[config.mk]
export PLATFORM = sky130hd
export DESIGN_NAME = pattern_burst_arbiter
export DESIGN_NICKNAME = d
export VERILOG_FILES = /design/src/rtl/pattern_burst_arbiter.sv
export SDC_FILE = /design/constraint.sdc
export NUM_CORES = 1
export LEC_CHECK = 0
export BUFFER_PORTS_ARGS = -buffer_cell sky130_fd_sc_hd__buf_2
export CORE_UTILIZATION = 48
export DETAILED_ROUTE_END_ITERATION = 6
export PLACE_DENSITY = 0.84
export SLEW_MARGIN = 20
export SYNTH_ARGS = -nofsm -noshare
export SYNTH_HDL_FRONTEND = slang
export SYNTH_SLANG_ARGS = --single-unit
[constraint.sdc]
create_clock -name i_clk -period 4.16 [get_ports i_clk]
set_input_delay 0.416 -clock i_clk [delete_from_list [all_inputs] [get_ports i_clk]]
set_output_delay 0.416 -clock i_clk [all_outputs]
set_load 0.05 [all_outputs]
[src/rtl/pattern_burst_arbiter.sv]
// Two-requester round-robin arbiter that hands an 8-word pattern generator to one owner per burst.
// Define PATTERN_ARB_RESYNC_EN to restart the generator during every GRANT cycle.
module pattern_burst_arbiter #(
    parameter int unsigned LEN_W      = 4,
    parameter int unsigned GAP_CYCLES = 1
) (
    input  logic             i_clk,
    input  logic             i_reset_n,
    input  logic [1:0]       i_req,
    input  logic [LEN_W-1:0] i_len0,
    input  logic [LEN_W-1:0] i_len1,
    output logic [1:0]       o_grant,
    output logic [1:0]       o_done,
    output logic             o_out_valid,
    input  logic             i_out_ready,
    output logic [7:0]       o_out_data,
    output logic             o_out_last,
    input  logic [7:0]       i_gen_data,
    output logic             o_gen_enable,
    output logic             o_gen_rst_n,
    output logic             o_busy
);

    localparam int unsigned GAP_W = (GAP_CYCLES > 1) ? $clog2(GAP_CYCLES) : 1;
    localparam logic [GAP_W-1:0] GAP_LOAD = (GAP_CYCLES > 0) ? GAP_W'(GAP_CYCLES - 1) : '0;

    typedef enum logic [1:0] {IDLE, GRANT, BURST, GAP} state_t;

    state_t           r_state;
    state_t           w_next_state;
    logic [LEN_W-1:0] r_cnt;
    logic             r_rr;
    logic             r_owner;
    logic [1:0]       r_grant;
    logic [1:0]       r_done;
    logic [GAP_W-1:0] r_gap;
    logic             w_winner;
    logic [LEN_W-1:0] w_len_sel;
    logic             w_hs;
    logic             w_last_hs;

    // r_rr == 0 favours requester 0; the other requester only wins when the favoured one is idle
    assign w_winner  = r_rr ? i_req[1] : ~i_req[0];
    assign w_len_sel = w_winner ? i_len1 : i_len0;
    assign w_hs      = (r_state == BURST) && i_out_ready;
    assign w_last_hs = w_hs && (r_cnt == LEN_W'(1));

    always_ff @(posedge i_clk) begin
        if (!i_reset_n) r_state <= IDLE;
        else            r_state <= w_next_state;
    end

    always_comb begin
        w_next_state = r_state;
        o_out_valid  = 1'b0;
        o_out_data   = '0;
        o_out_last   = 1'b0;
        o_gen_enable = 1'b0;
        o_busy       = (r_state != IDLE);
        case (r_state)
            IDLE:  if (|i_req) w_next_state = GRANT;
            GRANT: w_next_state = BURST;
            BURST: begin
                o_out_valid  = 1'b1;
                o_out_data   = i_gen_data;
                o_out_last   = (r_cnt == LEN_W'(1));
                o_gen_enable = w_hs;
                if (w_last_hs) w_next_state = (GAP_CYCLES == 0) ? IDLE : GAP;
            end
            GAP:   if (r_gap == '0) w_next_state = IDLE;
            default: w_next_state = IDLE;
        endcase
    end

    always_ff @(posedge i_clk) begin
        if (!i_reset_n) begin
            r_cnt   <= '0;
            r_rr    <= 1'b0;
            r_owner <= 1'b0;
            r_grant <= '0;
            r_done  <= '0;
            r_gap   <= '0;
        end else begin
            r_done <= '0;
            case (r_state)
                IDLE: begin
                    if (|i_req) begin
                        r_owner <= w_winner;
                        r_grant <= w_winner ? 2'b10 : 2'b01;
                        r_cnt   <= (w_len_sel == '0) ? LEN_W'(1) : w_len_sel;
                    end
                end
                BURST: begin
                    if (w_hs) begin
                        r_cnt <= r_cnt - LEN_W'(1);
                        if (r_cnt == LEN_W'(1)) begin
                            r_grant <= '0;
                            r_done  <= r_grant;
                            r_rr    <= ~r_owner;
                            r_gap   <= GAP_LOAD;
                        end
                    end
                end
                GAP: begin
                    if (r_gap != '0) r_gap <= r_gap - GAP_W'(1);
                end
                default: ;
            endcase
        end
    end

    assign o_grant = r_grant;
    assign o_done  = r_done;

`ifdef PATTERN_ARB_RESYNC_EN
    logic r_gen_rst_n;

    // Low only in the cycle after IDLE->GRANT, so the generator restarts exactly as BURST begins
    always_ff @(posedge i_clk) begin
        if (!i_reset_n) r_gen_rst_n <= 1'b1;
        else            r_gen_rst_n <= !((r_state == IDLE) && (|i_req));
    end

    assign o_gen_rst_n = r_gen_rst_n;
`else
    assign o_gen_rst_n = 1'b1;
`endif

endmodule

# Yosys cells after proc, flatten, opt, wreduce, memory -nomap -nowiden
# Cells that the tools add are included.
dict set report totals {
  elab_cells 58
  ff_bits 13
  inputBits 21
  output_inout_bits 17
}
dict set report op_classes {
  eq_ne 9
  bitwise 2
  mux 23
  add_sub_neg 2
  reduce_logical 15
}
# operator n
set ops {}
lappend ops {{two-way mux 4 bit} 4}
lappend ops {{two-way mux 2 bit} 7}
lappend ops {{AND reduction 3 bit} 4}
lappend ops {{two-way mux 8 bit} 1}
lappend ops {{!= test 2 bit, second input constant} 4}
lappend ops {{one-hot mux 2 bit (4 select lines)} 1}
lappend ops {{one-hot mux 4 bit (2 select lines)} 1}
lappend ops {{AND reduction 4 bit} 2}
lappend ops {{two-way mux 1 bit} 7}
lappend ops {{nonzero test 2 bit} 3}
lappend ops {{== test 2 bit, second input constant} 2}
lappend ops {{== test 4 x 1 -> 1 bit, second input constant} 1}
lappend ops {{zero test 4 bit} 1}
lappend ops {{one-hot mux 2 bit (2 select lines)} 1}
lappend ops {{subtractor 4 x 1 -> 4 bit, second input constant} 1}
lappend ops {{== test 2 x 1 -> 1 bit, second input constant} 1}
lappend ops {{logical AND 1 bit} 2}
lappend ops {{zero test 2 bit} 1}
lappend ops {{!= test 2 x 1 -> 1 bit, second input constant} 1}
lappend ops {{NOT 1 bit} 2}
lappend ops {{one-hot mux 1 bit (2 select lines)} 1}
lappend ops {{AND reduction 2 bit} 1}
lappend ops {{OR reduction 2 bit} 1}
lappend ops {{subtractor 1 bit, second input constant} 1}

# Longest topological paths before layout
# Gate-level depths: netlist of the first run.
dict set report logic_depth {
  depth_word 7
  ltp_mapped 6
  mapped_depth_nobuf 6
}

# Worst setup path before layout of the first run
# No wires, ideal clock.
dict set report synth_path {
  path_kind {reg-to-output}
  from {register r_state[0]}
  to {output port o_out_data[0]}
  required_time_ns 3.744
  t_arrival_ns 1.775
  path_buffers 2
  stages_incl_launch_ff 6
  slack_ns 1.969
  cell_sequence {dfxtp_1 > inv_1 > ha_1 > buf_6 > clkbuf_1 > and2_1}
}
dict set report synth_between {
  elab_chain_cells 2
}
# item line_no
set synth_lines {}
lappend synth_lines {{start: declaration} 29} ;# state_t r_state;
lappend synth_lines {{start signal: assignment} 50} ;# else r_state <= w_next_state;
lappend synth_lines {{== test 2 bit} 60} ;# case (r_state)
lappend synth_lines {{two-way mux 8 bit} 60}
lappend synth_lines {{end: declaration} 16} ;# output logic [7:0] o_out_data,
# Every way passes these cells.

# Final worst setup path of the first run
dict set report layout_path {
  from {register r_state[0]}
  to {output port o_gen_enable}
}
dict set report layout_between {
  elab_chain_cells 3
}
# item line_no
set layout_lines {}
lappend layout_lines {{== test 2 bit (*)} {45, 60}}
lappend layout_lines {{logical AND 1 bit} 45} ;# assign w_hs = (r_state == BURST) && i_out_ready;
lappend layout_lines {{two-way mux 1 bit (*)} 60}
lappend layout_lines {{end: declaration} 19} ;# output logic o_gen_enable,
# Every way passes the cells marked *; elsewhere a longest branch is shown, timed or not.

==> results of run 1 <==
==> per-layer routing <==
| layer | track usage (%) | vias to the layer above |
|---|---|---|
| li1 | - | 411 |
| met1 | 24.14 | 367 |
| met2 | 44.92 | 45 |
| met3 | 3.879 | 2 |
| met4 | 9.375 | 0 |
| met5 | 0 | - |
==> through the flow <==
step	std cells	hold WS, ns	util (%)
after global placement	144	0.4798	62.89
after CTS	148	0.4215	65.27
final	148	0.4240	65.27
after floorplan	96	0.4533	-
after detailed placement	144	0.4870	62.89
after global routing	148	0.4255	65.27
==> kinds of logic (layout without fill, tap and decap cells) <==
group | after synthesis | after routing | share of synthesized area (%)
and+or+nand+nor | 41 | 41 | 31.21
AOI/OAI and AO/OA | 24 | 24 | 20.38
DFF | 12 | 12 | 30.57
buffers and inverters | 11 | 47 | 6.846
adders and majority gates | 5 | 5 | 7.962
muxes | 2 | 2 | 2.548
other | 1 | 1 | 0.4772
==> final timing paths <==
| check | to | slack (ns) | depth (start not counted) |
|---|---|---|---|
| setup / recovery | o_gen_enable | 1.99 | 4 |
| hold / removal | r_state[0] | 0.42 | 2 |
| setup reg to reg | r_cnt[2] | 2.24 | 6 |
| hold reg to reg | o_grant[0] | 0.50 | 2 |
==> registers in the layout, summed over array words and instances, names as in the netlist <==
signal and count:
r_state 2, r_rr 1, o_grant 2, r_owner 1, r_cnt 4, o_done 2
==> worst register-to-register path: stages, from the launching register on <==
cell and delay, ns:
dfxtp_1 0.30, inv_1 0.10, ha_1 0.58, mux2i_1 0.18, or2_2 0.35, o21ai_0 0.19
a31oi_1 0.10
==> cells in the mapped netlist, types with 2 or more instances <==
library cell  count
a211o_1           2
a21boi_0          3
a21oi_1           3
a31oi_1           3
and2_1           11
and3_1            5
dfxtp_1          12
ha_1              5
inv_1             6
mux2i_1           2
nand2_1           5
nand2b_1          2
nand3_1           3
nor2_1            3
nor2b_1           2
nor3_1            4
nor3b_2           2
o21ai_0           8
==> layout make-up <==
| type | instances | share of cell area (%) |
|---|---|---|
| Inverter | 7 | 2.642 |
| Multi-Input combinational cell | 73 | 49.43 |
| Timing Repair Buffer | 36 | 18.11 |
| Tap cell | 16 | 2.013 |
| Clock buffer | 4 | 3.648 |
| Sequential cell | 12 | 24.15 |
==> report_power, final <==
part	internal, µW	leakage (µW)	switching (µW)
Clock	53.3	0.0000210	42.3
Sequential	150	0.0000984	28.5
Combinational	114	0.000382	235
==> impl_metrics.py, run 1 <==
metrics = {
    "synthesis": {
        "synth_area_um2": 785.8,
        "ys_ff_latch": 12,
        "synthCells": 96,
        "ys_async_sr_fraction_pct": 0,
        "yosysUniqueCellTypes": 33,
        "avgSynthCellArea_um2": 8.185,
        "ys_warn_count": 0,
        "yosysSeqAreaShare_pct": 30.57,
        "synth_top_area_share_pct": 30.57,
        "netlist.top_cell.by_area": "dfxtp_1",
        "synth.area.top_cells": "dfxtp_1 31%, and2_1 8.8%, ha_1 8.0%",
        "syn_nets": 122,
        "synth-edff-count": 0,
        "synth_ff_type": "dfxtp_1",
    },
    "floorplan": {
        "die_area_um2": 1803,
        "num_rows": 14,
        "initial_core_util_pct": 51.56,
        "io_pins": 38,
        "die_width_um": 42.46,
        "fp.dieH_um": 42.46,
        "core_region_area_um2": 1524,
    },
    "final_layout": {
        "seq_area_um2": 240.2,
        "multiInputGateArea_um2": 491.7,
        "most-common-layout-cells": "36 x buf_2, 12 x dfxtp_1, 11 x and2_1, 8 x o21ai_0, 6 x inv_1",
        "antenna_cells": 0,
        "areaGrowthSynthToFinish_pct": 26.59,
        "mostFrequentLayoutCell": "buf_2",
        "final_cell_area_um2": 994.7,
        "filler_cell_count": 138,
        "fin_nets": 159,
        "drive_above_1_share_pct": 32.58,
    },
    "global_routing": {
        "grt_pass1_wl_um": 3132,
        "grt_util_all_layers_pct": 23.22,
        "antenna_found_initial": 0,
        "grt_max_degree": 24,
        "grt-ovfl-total": 0,
        "grt_pass1_vias": 763,
    },
    "cts": {
        "hold_buffers": 0,
        "h-tree-depth": 1,
        "clkTransAtPathRegs_ns": 0.08,
        "cts_sinks": 12,
        "root_buffer": "clkbuf_4",
        "clkLatencyLatePin_ns": 0.28,
        "cts_setup_buffers": 0,
        "cts_tree": "done",
        "ctsLongestPathBuffers": 2,
        "numCtsBuffers": 3,
        "cts_resized": 0,
    },
    "timing": {
        "tightest_slew_ns": 0.6326,
        "hold_viol": 0,
        "finalSetupViolCount": 0,
        "setup_slack_ns": 1.986,
        "max_freq_mhz": 460.0,
        "slew_violations": 0,
        "skew_ns": 0.005080,
        "post-route-period-util_pct": 52.26,
        "slew_headroom_pct": 57.83,
        "rsz0062_at_grt": "false",
        "final.setup.tns_ns": 0,
        "period_needed_ns": 2.174,
    },
    "min_path": {
        "hold_class": "input pin to flip-flop",
        "hp-start": "i_reset_n",
    },
    "routing": {
        "wirelength_um": 1927,
        "top_layer": "met4",
        "drtIter0Drc": 27,
        "dr_wl_met3_um": 118,
        "vias": 825,
        "wl_met1_um": 804,
        "drt.antenna.violating_nets": 0,
        "drc": 0,
        "drt_pass1_iterations": 4,
        "wl_met2_um": 982,
        "vias_per_cell": 5.574,
        "wl_per_cell_um": 13.02,
    },
    "critical_path": {
        "path_class": "flip-flop to output pin",
        "critPathBufInv": 2,
        "cp-start-kind": "flip-flop",
        "path_cells": "inv_1 -> ha_1 -> and2_1 -> buf_2",
        "max_stage_delay_ns": 0.58,
        "r2r_start": "r_state[0]",
        "cp_top_family": "adder cells",
        "end_kind": "output pin",
        "cpMaxStageDelayCell": "ha_1",
        "required_ns": 3.74,
        "crit_arrival_ns": 1.76,
        "cp-startpoint": "r_state[0]",
        "critPathMaxFanout": 23,
    },
    "run": {
        "drv_cap": 0,
    },
    "power": {
        "power_uw": 622.2,
        "irDropWorstVdd_v": 0.0003928,
        "power.density_nw_per_um2": 625.5,
        "cellLeakagePower_uw": 0.0005014,
    },
    "placed_design": {
        "place_hpwl_um": 1535,
        "post_dp_cell_area_um2": 958.4,
        "portBuffers": 36,
        "pre_cts_ws_ns": 2.249,
        "gp_congestion": 0.7519,
    },
    "status": {
        "outcome": "finished, final reports clean",
    },
}
Note: power is estimated with default switching activity, not from simulation.
==> run 2: changes to the inputs <==
--- a/config.mk
+++ b/config.mk
@@ -5,10 +5,11 @@
 export SDC_FILE = /design/constraint.sdc
 export NUM_CORES = 1
 export LEC_CHECK = 0
+export ABC_AREA = 1
 export BUFFER_PORTS_ARGS = -buffer_cell sky130_fd_sc_hd__buf_2
-export CORE_UTILIZATION = 48
+export CORE_UTILIZATION = 45
 export DETAILED_ROUTE_END_ITERATION = 6
-export PLACE_DENSITY = 0.84
+export PLACE_DENSITY = 0.79
 export SLEW_MARGIN = 20
 export SYNTH_ARGS = -nofsm -noshare
 export SYNTH_HDL_FRONTEND = slang
==> constraint.sdc (replaced) <==
create_clock -name i_clk -period 2.2 [get_ports i_clk]
set_input_delay 0.22 -clock i_clk [delete_from_list [all_inputs] [get_ports i_clk]]
set_output_delay 0.22 -clock i_clk [all_outputs]
set_load 0.05 [all_outputs]
==> impl_metrics.py, run 2 <==
metrics = {
    "timing": {
        "hold_viol": 0,
        "slew_violations": 0,
        "finalSetupViolCount": 0,
        "skew_ns": 0.003313,
        "post-route-period-util_pct": 84.01,
        "period_needed_ns": 1.848,
        "final.setup.tns_ns": 0,
        "max_freq_mhz": 541.1,
        "rsz0062_at_grt": "false",
    },
    "global_routing": {
        "grt_max_degree": 21,
        "antenna_found_initial": 0,
        "grt_pass1_vias": 773,
        "grt_util_all_layers_pct": 19.95,
        "grt-ovfl-total": 0,
        "grt_pass1_wl_um": 2973,
    },
    "critical_path": {
        "path_class": "flip-flop to output pin",
        "cpMaxStageDelayCell": "dfxtp_1",
        "cp_top_family": "buffers and inverters",
        "path_cells": "inv_1 -> ha_1 -> buf_4 -> inv_1 -> nor2_1 -> buf_2",
        "max_stage_delay_ns": 0.30,
        "critPathMaxFanout": 20,
        "required_ns": 1.98,
        "critPathMostFrequentCell": "inv_1",
        "cp-start-kind": "flip-flop",
        "crit_arrival_ns": 1.63,
        "critPathBufInv": 4,
        "end_kind": "output pin",
    },
    "routing": {
        "wl_per_cell_um": 9.756,
        "drc": 0,
        "vias_per_cell": 4.710,
        "vias": 909,
        "drtIter0Drc": 21,
        "drt_pass1_iterations": 5,
        "wirelength_um": 1883,
        "drt.antenna.violating_nets": 0,
    },
    "synthesis": {
        "ys_async_sr_fraction_pct": 0,
        "ys_ff_latch": 12,
        "avgSynthCellArea_um2": 6.294,
        "synth_area_um2": 818.3,
        "synth_common_cells": "33 x nand2_1, 30 x inv_1, 12 x dfxtp_1",
        "synth_ff_type": "dfxtp_1",
        "yosysMostFrequentCell": "nand2_1",
        "synth-edff-count": 0,
        "synth.area.top_cells": "dfxtp_1 29%, nand2_1 15%, inv_1 14%",
        "synthCells": 130,
        "synth_top_area_share_pct": 29.36,
        "syn_nets": 156,
        "netlist.top_cell.by_area": "dfxtp_1",
        "yosysSeqAreaShare_pct": 29.36,
        "yosysUniqueCellTypes": 21,
        "ys_warn_count": 0,
    },
    "placed_design": {
        "gp_congestion": 0.7931,
        "place_hpwl_um": 1527,
        "portBuffers": 36,
    },
    "floorplan": {
        "die_area_um2": 1993,
        "io_pins": 38,
        "die_width_um": 44.64,
        "initial_core_util_pct": 47.91,
        "core_region_area_um2": 1708,
        "num_rows": 15,
        "fp.dieH_um": 44.64,
    },
    "final_layout": {
        "most-common-layout-cells": "36 x buf_2, 33 x nand2_1, 30 x inv_1, 12 x dfxtp_1, 11 x a21oi_1",
        "antenna_cells": 0,
        "largest_register": "r_cnt",
        "mostFrequentLayoutCell": "buf_2",
        "largest_register_ffs": 4,
        "filler_cell_count": 172,
        "post-route-util_pct": 61.47,
        "drive_above_1_share_pct": 29.76,
        "areaGrowthSynthToFinish_pct": 28.29,
        "fin_nets": 195,
    },
    "min_path": {
        "hold_class": "input pin to flip-flop",
    },
    "cts": {
        "root_buffer": "clkbuf_4",
        "cts_sinks": 12,
        "hold_buffers": 0,
        "numCtsBuffers": 3,
        "cts_setup_buffers": 0,
        "clkLatencyLatePin_ns": 0.28,
        "cts_resized": 0,
        "clkTransAtPathRegs_ns": 0.07,
        "h-tree-depth": 1,
        "ctsLongestPathBuffers": 2,
        "cts_tree": "done",
    },
    "power": {
        "cellLeakagePower_uw": 0.0006708,
        "irDropWorstVdd_v": 0.0006750,
        "power.density_nw_per_um2": 1372,
    },
    "run": {
        "drv_cap": 0,
    },
    "status": {
        "outcome": "finished, final reports clean",
    },
}
run 2: cell types whose count changed after synthesis, moves of 3 or more:
| cell | before | now |
|---|---|---|
| a21boi_0 | 3 | 0 |
| nand2_2 | 0 | 5 |
| and2_1 | 11 | 0 |
| inv_1 | 6 | 30 |
| nand3_1 | 3 | 8 |
| and3_1 | 5 | 2 |
| nor3_1 | 4 | 0 |
| nand2_1 | 5 | 33 |
| a21oi_1 | 3 | 11 |
| nor2_1 | 3 | 6 |
| a31oi_1 | 3 | 0 |
run 2: metal layers:
layer  track usage (%)  wire (µm)  vias to the layer above
met5                 0          0                        -
met4             9.091         29                        0
met3             1.224         84                        3
met2             36.76        947                       38
met1             23.33        822                      397
li1                  -          -                      471
run 2: cell families (layout without fill, tap and decap cells):
kind of cell | Yosys count | after routing | share of synthesized area, %
AO/OA/AOI/OAI | 22 | 22 | 14.99
XOR/XNOR | 1 | 1 | 1.071
adder cells (fa/ha/maj) | 5 | 5 | 7.645
buffers and inverters | 34 | 72 | 17.12
flip-flops | 12 | 12 | 29.36
other | 1 | 1 | 0.4583
AND/OR/NAND/NOR | 55 | 55 | 29.36
run 2: worst min-delay path: cells and delay by family:
kind | cells | cell delay [ns]
AO/OA/AOI/OAI | 2 | 0.11
buffers and inverters | 1 | 0.14
run 2: layout make-up:
type	instances	area, µm²	share of cell area (%)
flip-flops and latches	12	240.2	22.88
repair buffers	37	187.7	17.88
multi-input cells	84	437.9	41.72
inverters	31	116.4	11.08
well taps	25	31.28	2.980
clock buffers	4	36.28	3.456
run 2: path summary, 6_finish.rpt:
check / from / endpoint / slack, ns / cells after the start
hold reg to reg: r_owner / r_rr / 0.44 / 1
hold / removal: i_reset_n / r_state[1] / 0.24 / 3
setup / recovery: r_state[0] / o_out_last / 0.35 / 6
setup reg to reg: r_state[0] / o_grant[1] / 0.69 / 8
run 2: per-stage QoR:
| stage | cells | setup slack (ns) | power, µW | hold slack, ns | instance area (µm²) |
|---|---|---|---|---|---|
| 2_1_floorplan | 130 | 0.1321 | 1074 | 0.3584 | 818.3 |
| 3_5_place_dp | 189 | 0.6787 | 1250 | 0.4277 | 1013 |
| 5_1_grt | 193 | 0.2651 | 1537 | 0.2491 | 1050 |
| 6_report | 193 | 0.3518 | 1440 | 0.2359 | 1050 |
| 3_3_place_gp | 189 | 0.7070 | 1231 | 0.4126 | 1013 |
| 4_1_cts | 193 | 0.3647 | 1435 | 0.2386 | 1050 |
run 2: report_power, final:
| group | internal (µW) | leakage, µW | total [µW] | switching [µW] |
|---|---|---|---|---|
| logic | 260 | 0.000551 | 928 | 668 |
| registers | 290 | 0.0000987 | 331 | 40.6 |
| clock network | 101 | 0.0000210 | 181 | 79.9 |
| total | 651 | 0.000671 | 1440 | 789 |
